<file path="src/rtl/sparse_synapse_accum_if.sv">
// Bus bundle for sparse_synapse_accum: weight-write port, spike-vector input,
// current-word output and status.
interface sparse_synapse_accum_if #(
    parameter int N_IN      = 8,
    parameter int W_WIDTH   = 8,
    parameter int CUR_WIDTH = 8
);
    localparam int IW = (N_IN > 1) ? $clog2(N_IN) : 1;

    logic                        w_we;
    logic [IW-1:0]               w_addr;
    logic signed [W_WIDTH-1:0]   w_data;
    // valid/ready: a word moves on a rising edge where both are high; valid,
    // once raised, holds its payload stable until that edge.
    logic                        in_valid;
    logic                        in_ready;
    logic [N_IN-1:0]             in_spikes;
    logic                        out_valid;
    logic                        out_ready;
    logic [CUR_WIDTH-1:0]        out_current;
    logic                        busy;
    logic [15:0]                 skip_count;
    logic [1:0]                  fsm_state;

    modport master (
        output w_we, w_addr, w_data, in_valid, in_spikes, out_ready,
        input  in_ready, out_valid, out_current, busy, skip_count, fsm_state
    );

    modport slave (
        input  w_we, w_addr, w_data, in_valid, in_spikes, out_ready,
        output in_ready, out_valid, out_current, busy, skip_count, fsm_state
    );
endinterface

</file>
<file path="src/rtl/sparse_synapse_accum.sv">
// Sparsity-aware synaptic accumulator: visits only the set bits of a spike vector
// and emits a clamped current word. Optional skip statistics via SPARSE_STATS_EN.
module sparse_synapse_accum #(
    parameter int N_IN      = 8,
    parameter int W_WIDTH   = 8,
    parameter int CUR_WIDTH = 8
) (
    input  logic                   clk,
    input  logic                   rst,
    sparse_synapse_accum_if.slave  io_bus
);
    localparam int IW = (N_IN > 1) ? $clog2(N_IN) : 1;
    localparam int AW = W_WIDTH + IW + 1;
    localparam int CW = (AW > CUR_WIDTH + 1) ? AW : CUR_WIDTH + 1;
    localparam logic [CW-1:0] CUR_MAX_W = {{(CW-CUR_WIDTH){1'b0}}, {CUR_WIDTH{1'b1}}};

    typedef enum logic [1:0] {
        S_IDLE = 2'd0,
        S_SCAN = 2'd1,
        S_OUT  = 2'd2
    } state_t;

    state_t                    r_state;
    logic signed [W_WIDTH-1:0] r_weight [N_IN];
    logic [N_IN-1:0]           r_pending;
    logic signed [AW-1:0]      r_acc;
    logic                      r_out_valid;
    logic                      r_in_ready;
    logic                      r_busy;
    logic [CUR_WIDTH-1:0]      r_out_current;

    logic [IW-1:0]             w_idx;
    logic                      w_last;
    logic signed [W_WIDTH-1:0] w_wsel;
    logic signed [AW-1:0]      w_acc_next;
    logic [CW-1:0]             w_acc_wide;
    logic [CUR_WIDTH-1:0]      w_clamped;
    logic                      w_accept;

    assign w_accept = r_in_ready & io_bus.in_valid;

    // Lowest set bit wins: scan from the top so the last hit is the lowest.
    always_comb begin
        w_idx = '0;
        for (int i = N_IN - 1; i >= 0; i--) begin
            if (r_pending[i]) w_idx = IW'(i);
        end
    end

    assign w_last     = ((r_pending & (r_pending - N_IN'(1))) == '0);
    assign w_wsel     = r_weight[w_idx];
    assign w_acc_next = r_acc + {{(AW-W_WIDTH){w_wsel[W_WIDTH-1]}}, w_wsel};
    assign w_acc_wide = CW'(w_acc_next);

    always_comb begin
        if (w_acc_wide[CW-1])
            w_clamped = '0;
        else if (w_acc_wide > CUR_MAX_W)
            w_clamped = {CUR_WIDTH{1'b1}};
        else
            w_clamped = w_acc_wide[CUR_WIDTH-1:0];
    end

    always_ff @(posedge clk or posedge rst) begin
        if (rst) begin
            r_state       <= S_IDLE;
            r_pending     <= '0;
            r_acc         <= '0;
            r_out_valid   <= 1'b0;
            r_out_current <= '0;
            r_in_ready    <= 1'b1;
            r_busy        <= 1'b0;
            for (int i = 0; i < N_IN; i++) r_weight[i] <= '0;
        end else begin
            // The SCAN read above samples the pre-edge array, so a same-cycle write is not seen.
            if (io_bus.w_we && (32'(io_bus.w_addr) < N_IN))
                r_weight[io_bus.w_addr] <= io_bus.w_data;

            case (r_state)
                S_IDLE: begin
                    if (w_accept) begin
                        r_pending  <= io_bus.in_spikes;
                        r_acc      <= '0;
                        r_in_ready <= 1'b0;
                        r_busy     <= 1'b1;
                        if (io_bus.in_spikes != '0) begin
                            r_state <= S_SCAN;
                        end else begin
                            r_state       <= S_OUT;
                            r_out_valid   <= 1'b1;
                            r_out_current <= '0;
                        end
                    end
                end
                S_SCAN: begin
                    r_acc            <= w_acc_next;
                    r_pending[w_idx] <= 1'b0;
                    if (w_last) begin
                        r_state       <= S_OUT;
                        r_out_valid   <= 1'b1;
                        r_out_current <= w_clamped;
                    end
                end
                S_OUT: begin
                    if (io_bus.out_ready) begin
                        r_state     <= S_IDLE;
                        r_out_valid <= 1'b0;
                        r_in_ready  <= 1'b1;
                        r_busy      <= 1'b0;
                    end
                end
                default: begin
                    r_state     <= S_IDLE;
                    r_out_valid <= 1'b0;
                    r_in_ready  <= 1'b1;
                    r_busy      <= 1'b0;
                end
            endcase
        end
    end

`ifdef SPARSE_STATS_EN
    logic [15:0] r_skip;
    logic [15:0] w_popcnt;
    logic [16:0] w_skip_sum;

    always_comb begin
        w_popcnt = '0;
        for (int i = 0; i < N_IN; i++) w_popcnt = w_popcnt + 16'(io_bus.in_spikes[i]);
    end

    assign w_skip_sum = {1'b0, r_skip} + {1'b0, (16'(N_IN) - w_popcnt)};

    always_ff @(posedge clk or posedge rst) begin
        if (rst)
            r_skip <= '0;
        else if (w_accept)
            r_skip <= w_skip_sum[16] ? 16'hFFFF : w_skip_sum[15:0];
    end

    assign io_bus.skip_count = r_skip;
`else
    assign io_bus.skip_count = 16'd0;
`endif

    assign io_bus.in_ready    = r_in_ready;
    assign io_bus.out_valid   = r_out_valid;
    assign io_bus.out_current = r_out_current;
    assign io_bus.busy        = r_busy;
    assign io_bus.fsm_state   = r_state;
endmodule

</file>
<file path="src/flat_wrapper.sv">
// flat-port wrapper written by rule: the top's interface ports become plain ports
module sparse_synapse_accum_flat 
#(
    parameter int N_IN      = 8,
    parameter int W_WIDTH   = 8,
    parameter int CUR_WIDTH = 8
)
  (clk, rst, io_bus_w_we, io_bus_w_addr, io_bus_w_data, io_bus_in_valid, io_bus_in_spikes, io_bus_out_ready, io_bus_in_ready, io_bus_out_valid, io_bus_out_current, io_bus_busy, io_bus_skip_count, io_bus_fsm_state);
  sparse_synapse_accum_if #(.N_IN(N_IN), .W_WIDTH(W_WIDTH), .CUR_WIDTH(CUR_WIDTH)) io_bus_i ();
  input  logic clk;
  input  logic rst;
  input wire logic [$bits(io_bus_i.w_we)-1:0] io_bus_w_we;
  input wire logic [$bits(io_bus_i.w_addr)-1:0] io_bus_w_addr;
  input wire logic [$bits(io_bus_i.w_data)-1:0] io_bus_w_data;
  input wire logic [$bits(io_bus_i.in_valid)-1:0] io_bus_in_valid;
  input wire logic [$bits(io_bus_i.in_spikes)-1:0] io_bus_in_spikes;
  input wire logic [$bits(io_bus_i.out_ready)-1:0] io_bus_out_ready;
  output wire logic [$bits(io_bus_i.in_ready)-1:0] io_bus_in_ready;
  output wire logic [$bits(io_bus_i.out_valid)-1:0] io_bus_out_valid;
  output wire logic [$bits(io_bus_i.out_current)-1:0] io_bus_out_current;
  output wire logic [$bits(io_bus_i.busy)-1:0] io_bus_busy;
  output wire logic [$bits(io_bus_i.skip_count)-1:0] io_bus_skip_count;
  output wire logic [$bits(io_bus_i.fsm_state)-1:0] io_bus_fsm_state;
  assign io_bus_i.w_we = io_bus_w_we;
  assign io_bus_i.w_addr = io_bus_w_addr;
  assign io_bus_i.w_data = io_bus_w_data;
  assign io_bus_i.in_valid = io_bus_in_valid;
  assign io_bus_i.in_spikes = io_bus_in_spikes;
  assign io_bus_i.out_ready = io_bus_out_ready;
  assign io_bus_in_ready = io_bus_i.in_ready;
  assign io_bus_out_valid = io_bus_i.out_valid;
  assign io_bus_out_current = io_bus_i.out_current;
  assign io_bus_busy = io_bus_i.busy;
  assign io_bus_skip_count = io_bus_i.skip_count;
  assign io_bus_fsm_state = io_bus_i.fsm_state;
  sparse_synapse_accum #(.N_IN(N_IN), .W_WIDTH(W_WIDTH), .CUR_WIDTH(CUR_WIDTH)) u_core (.clk(clk), .rst(rst), .io_bus(io_bus_i));
endmodule
</file>
<file path="config.mk">
export PLATFORM = sky130hd
export DESIGN_NAME = sparse_synapse_accum_flat
export DESIGN_NICKNAME = d
export VERILOG_FILES = /design/src/rtl/sparse_synapse_accum_if.sv /design/src/rtl/sparse_synapse_accum.sv /design/src/flat_wrapper.sv
export SDC_FILE = /design/constraint.sdc
export NUM_CORES = 1
export LEC_CHECK = 0
export ABC_CLOCK_PERIOD_IN_PS = 4940
export BUFFER_PORTS_ARGS = -buffer_cell sky130_fd_sc_hd__buf_2
export CAP_MARGIN = 20
export CORE_ASPECT_RATIO = 1.4
export CORE_MARGIN = 2
export CORE_UTILIZATION = 50
export CTS_CLUSTER_DIAMETER = 40
export DETAILED_ROUTE_END_ITERATION = 10
export HOLD_SLACK_MARGIN = 0.06
export PLACE_DENSITY = 0.75
export SYNTH_ARGS = -nofsm -noshare
export SYNTH_HDL_FRONTEND = slang
export SYNTH_SLANG_ARGS = --single-unit
</file>
<file path="constraint.sdc">
create_clock -name clk -period 4.94 [get_ports clk]
set_clock_uncertainty 0.1 [all_clocks]
set_input_delay 0.741 -clock clk [delete_from_list [all_inputs] [get_ports clk]]
set_output_delay 0.741 -clock clk [all_outputs]
set_load 0.1 [all_outputs]
</file>
==> impl_metrics.tcl <==
set metrics [dict create \
    synth.area.top_cells "dfrtp_1, mux2_2, mux2i_1" \
    num-fill-cells 846 \
    tightest_slew_ns 1.04 \
    maxCapViolCount 0 \
    hold_viol 0 \
    cts_setup_buffers 0 \
    grt_usage_pct 21.4 \
    cts_buffer_depth 2 \
    fmax_mhz 223 \
    slew_violations 0 \
    ys_types 61 \
    detail-route-antenna-nets 0 \
    yosys.area.top_type "dfrtp_1" \
    rsz0062_at_grt "false" \
    syn_inst 457 \
    min_period_ns 4.48 \
    critPathRequiredTime_ns 5.07 \
    synth_area_per_cell_um2 11.3 \
    area_delta_synth_final_pct 11.6 \
    relSlewSlack_pct 30.8 \
    grt_pass1_vias 3759 \
    dieArea_mm2 0.0112 \
    cts_hold_buffers 0 \
    viasPerCell 5.74 \
    drt_wl_total_mm 11.2 \
    cts_buffers 9 \
    cts_sinks 97 \
    hold_class "input port to asynchronous set/reset pin" \
    finalNetCount 530 \
    status "finished, final reports clean" \
    start_util_pct 51.8 \
    setup_viol 0 \
    drtIter0Drc 203 \
    rows 43 \
    overflow 0 \
    post_cts_resized 0 \
    first_pass_iters 5 \
    root_buffer "clkbuf_16" \
    end_kind "register" \
    synth_seq_cells 97 \
    synthArstFlopShare_pct 100 \
    cp_max_fo 14 \
    cts_tree "yes" \
    timing.final.crit_share_pct 90.6 \
    grt_start_max_net_pins 55 \
    gp_congestion 0.876 \
    ios 53 \
    clk_latency_ns 0.35 \
    antenna_cells 0 \
    synth_ff_type "dfrtp_1" \
    yosysMostFrequentCell "dfrtp_1" \
    wire_per_inst_um 17.7 \
    die_x_um 89.8 \
    dieHeight_um 124 \
    num_vias 3632 \
    synth.cell_area_mm2 0.00516 \
    grt_pass1_wl_mm 18.6 \
    ys_warn_count 0 \
    core_area_mm2 0.00995 \
    dp_hpwl_mm 8.11 \
    drc 0 \
    crit_arrival_ns 4.60 \
    critPathLaunchType "register" \
    cts.htree.levels 3 \
    clkTransAtPathRegs_ns 0.07 \
    synth_commonest_cells "dfrtp_1, mux2_2, nand2_1" \
    setup_tns_ns 0 \
    portBuffers 36 \
    antenna_found_initial 0 \
    ys_seq_area_share_pct 47.1 \
    netlist.area_leader.share_pct 46.6 \
    drive_above_1_share_pct 28.1 \
    synth_edf_count 0 \
    criticalPathCategory "register to register" \
]
==> layer usage <==
metal  global-route usage [%]  wire (um)
met1                     25.3       4650
met2                     38.0       5810
met3                     4.23        425
met4                     10.2        305
met5                        0          0
==> flip-flops by register name, indices dropped and copies added (netlist names) <==
name                       count
u_core.io_bus.fsm_state        2
u_core.r_weight               64
u_core.io_bus.busy             1
u_core.r_pending               8
u_core.io_bus.in_ready         1
u_core.r_acc                  12
u_core.io_bus.out_current      8
u_core.io_bus.out_valid        1
==> critical path, cell delays in order, from the launching register on <==
cell and delay, ns:
dfrtp_1 0.49, nor3_1 0.22, o21ai_1 0.11, nand2_1 0.53
buf_4 0.29, mux2i_1 0.20, a221oi_1 0.11, ha_1 0.26
fa_1 0.42, a21o_1 0.22, a221oi_1 0.39, o21ai_1 0.26
mux2i_1 0.20, or2_1 0.32, nor2_1 0.17, o21ai_2 0.06
==> through the flow <==
stage               utilization, %  hold WS (ns)  instance area, um2  setup slack [ns]  std cells
global placement              54.4         0.359                5420             0.574        616
floorplan                        -         0.356                5220             0.820        472
finish                        57.9         0.158                5760             0.463        633
CTS                           57.6         0.382                5730             0.493        632
global route                  57.9         0.152                5760             0.168        633
detailed placement            54.4         0.365                5420             0.512        616
==> area by class of cell <==
cell class	instances	area [um2]	area share, %
Clock inverter	6	73.8	1.28
Inverter	9	35.0	0.608
Clock buffer	10	239	4.15
Multi-Input combinational cell	330	2540	44.1
Sequential cell	97	2430	42.2
Timing Repair Buffer	46	275	4.78
Tap cell	135	169	2.93
==> final timing paths <==
path | depth (start not counted) | end | slack (ns) | start
max in group asynchronous | 3 | u_core.r_weight[22]$_DFFE_PP0P_ | 3.82 | rst
worst min register to register | 2 | u_core.io_bus.out_valid$_DFFE_PP0P_ | 0.38 | u_core.io_bus.out_valid$_DFFE_PP0P_
worst min-delay path | 2 | u_core.io_bus.busy$_DFFE_PP0P_ | 0.16 | rst
worst max register to register | 15 | u_core.io_bus.out_current[4]$_DFFE_PP0P_ | 0.46 | u_core.r_pending[2]$_DFFE_PP0P_
min in group clk | 2 | u_core.io_bus.out_valid$_DFFE_PP0P_ | 0.38 | u_core.io_bus.out_valid$_DFFE_PP0P_
worst max-delay path | 15 | u_core.io_bus.out_current[4]$_DFFE_PP0P_ | 0.46 | u_core.r_pending[2]$_DFFE_PP0P_
==> cells by family after synthesis <==
family          count (synthesis)  synth area share, %
compound gates                102                 14.3
simple gates                  102                 9.87
flops                          97                 47.1
mux                            85                 18.1
buf+inv                        45                 4.92
fa+ha+maj                      14                 3.49
xor+xnor                       11                 2.16
other cells                     1               0.0727
==> cells in the final DEF (no fill, tap or decap), types with 5 or more instances in the layout <==
| cell type | netlist | layout |
|---|---|---|
| o221ai_1 | 7 | 7 |
| a221oi_1 | 6 | 6 |
| nand2_1 | 33 | 33 |
| o21ai_0 | 19 | 19 |
| conb_1 | 1 | 16 |
| clkbuf_16 | 0 | 9 |
| mux2i_1 | 20 | 20 |
| a22o_1 | 12 | 12 |
| dfrtp_1 | 96 | 96 |
| inv_1 | 9 | 8 |
| buf_4 | 16 | 9 |
| a21oi_1 | 14 | 14 |
| xnor2_1 | 6 | 6 |
| nor3_1 | 8 | 8 |
| buf_2 | 2 | 36 |
| mux2_2 | 64 | 64 |
| a21o_1 | 5 | 5 |
| nand3_1 | 7 | 7 |
| ha_1 | 12 | 12 |
| nor2_1 | 21 | 21 |
| o21ai_2 | 8 | 8 |
Power is not shown: default switching activity piles up to over one toggle a cycle in this logic, so the estimate is an artifact.
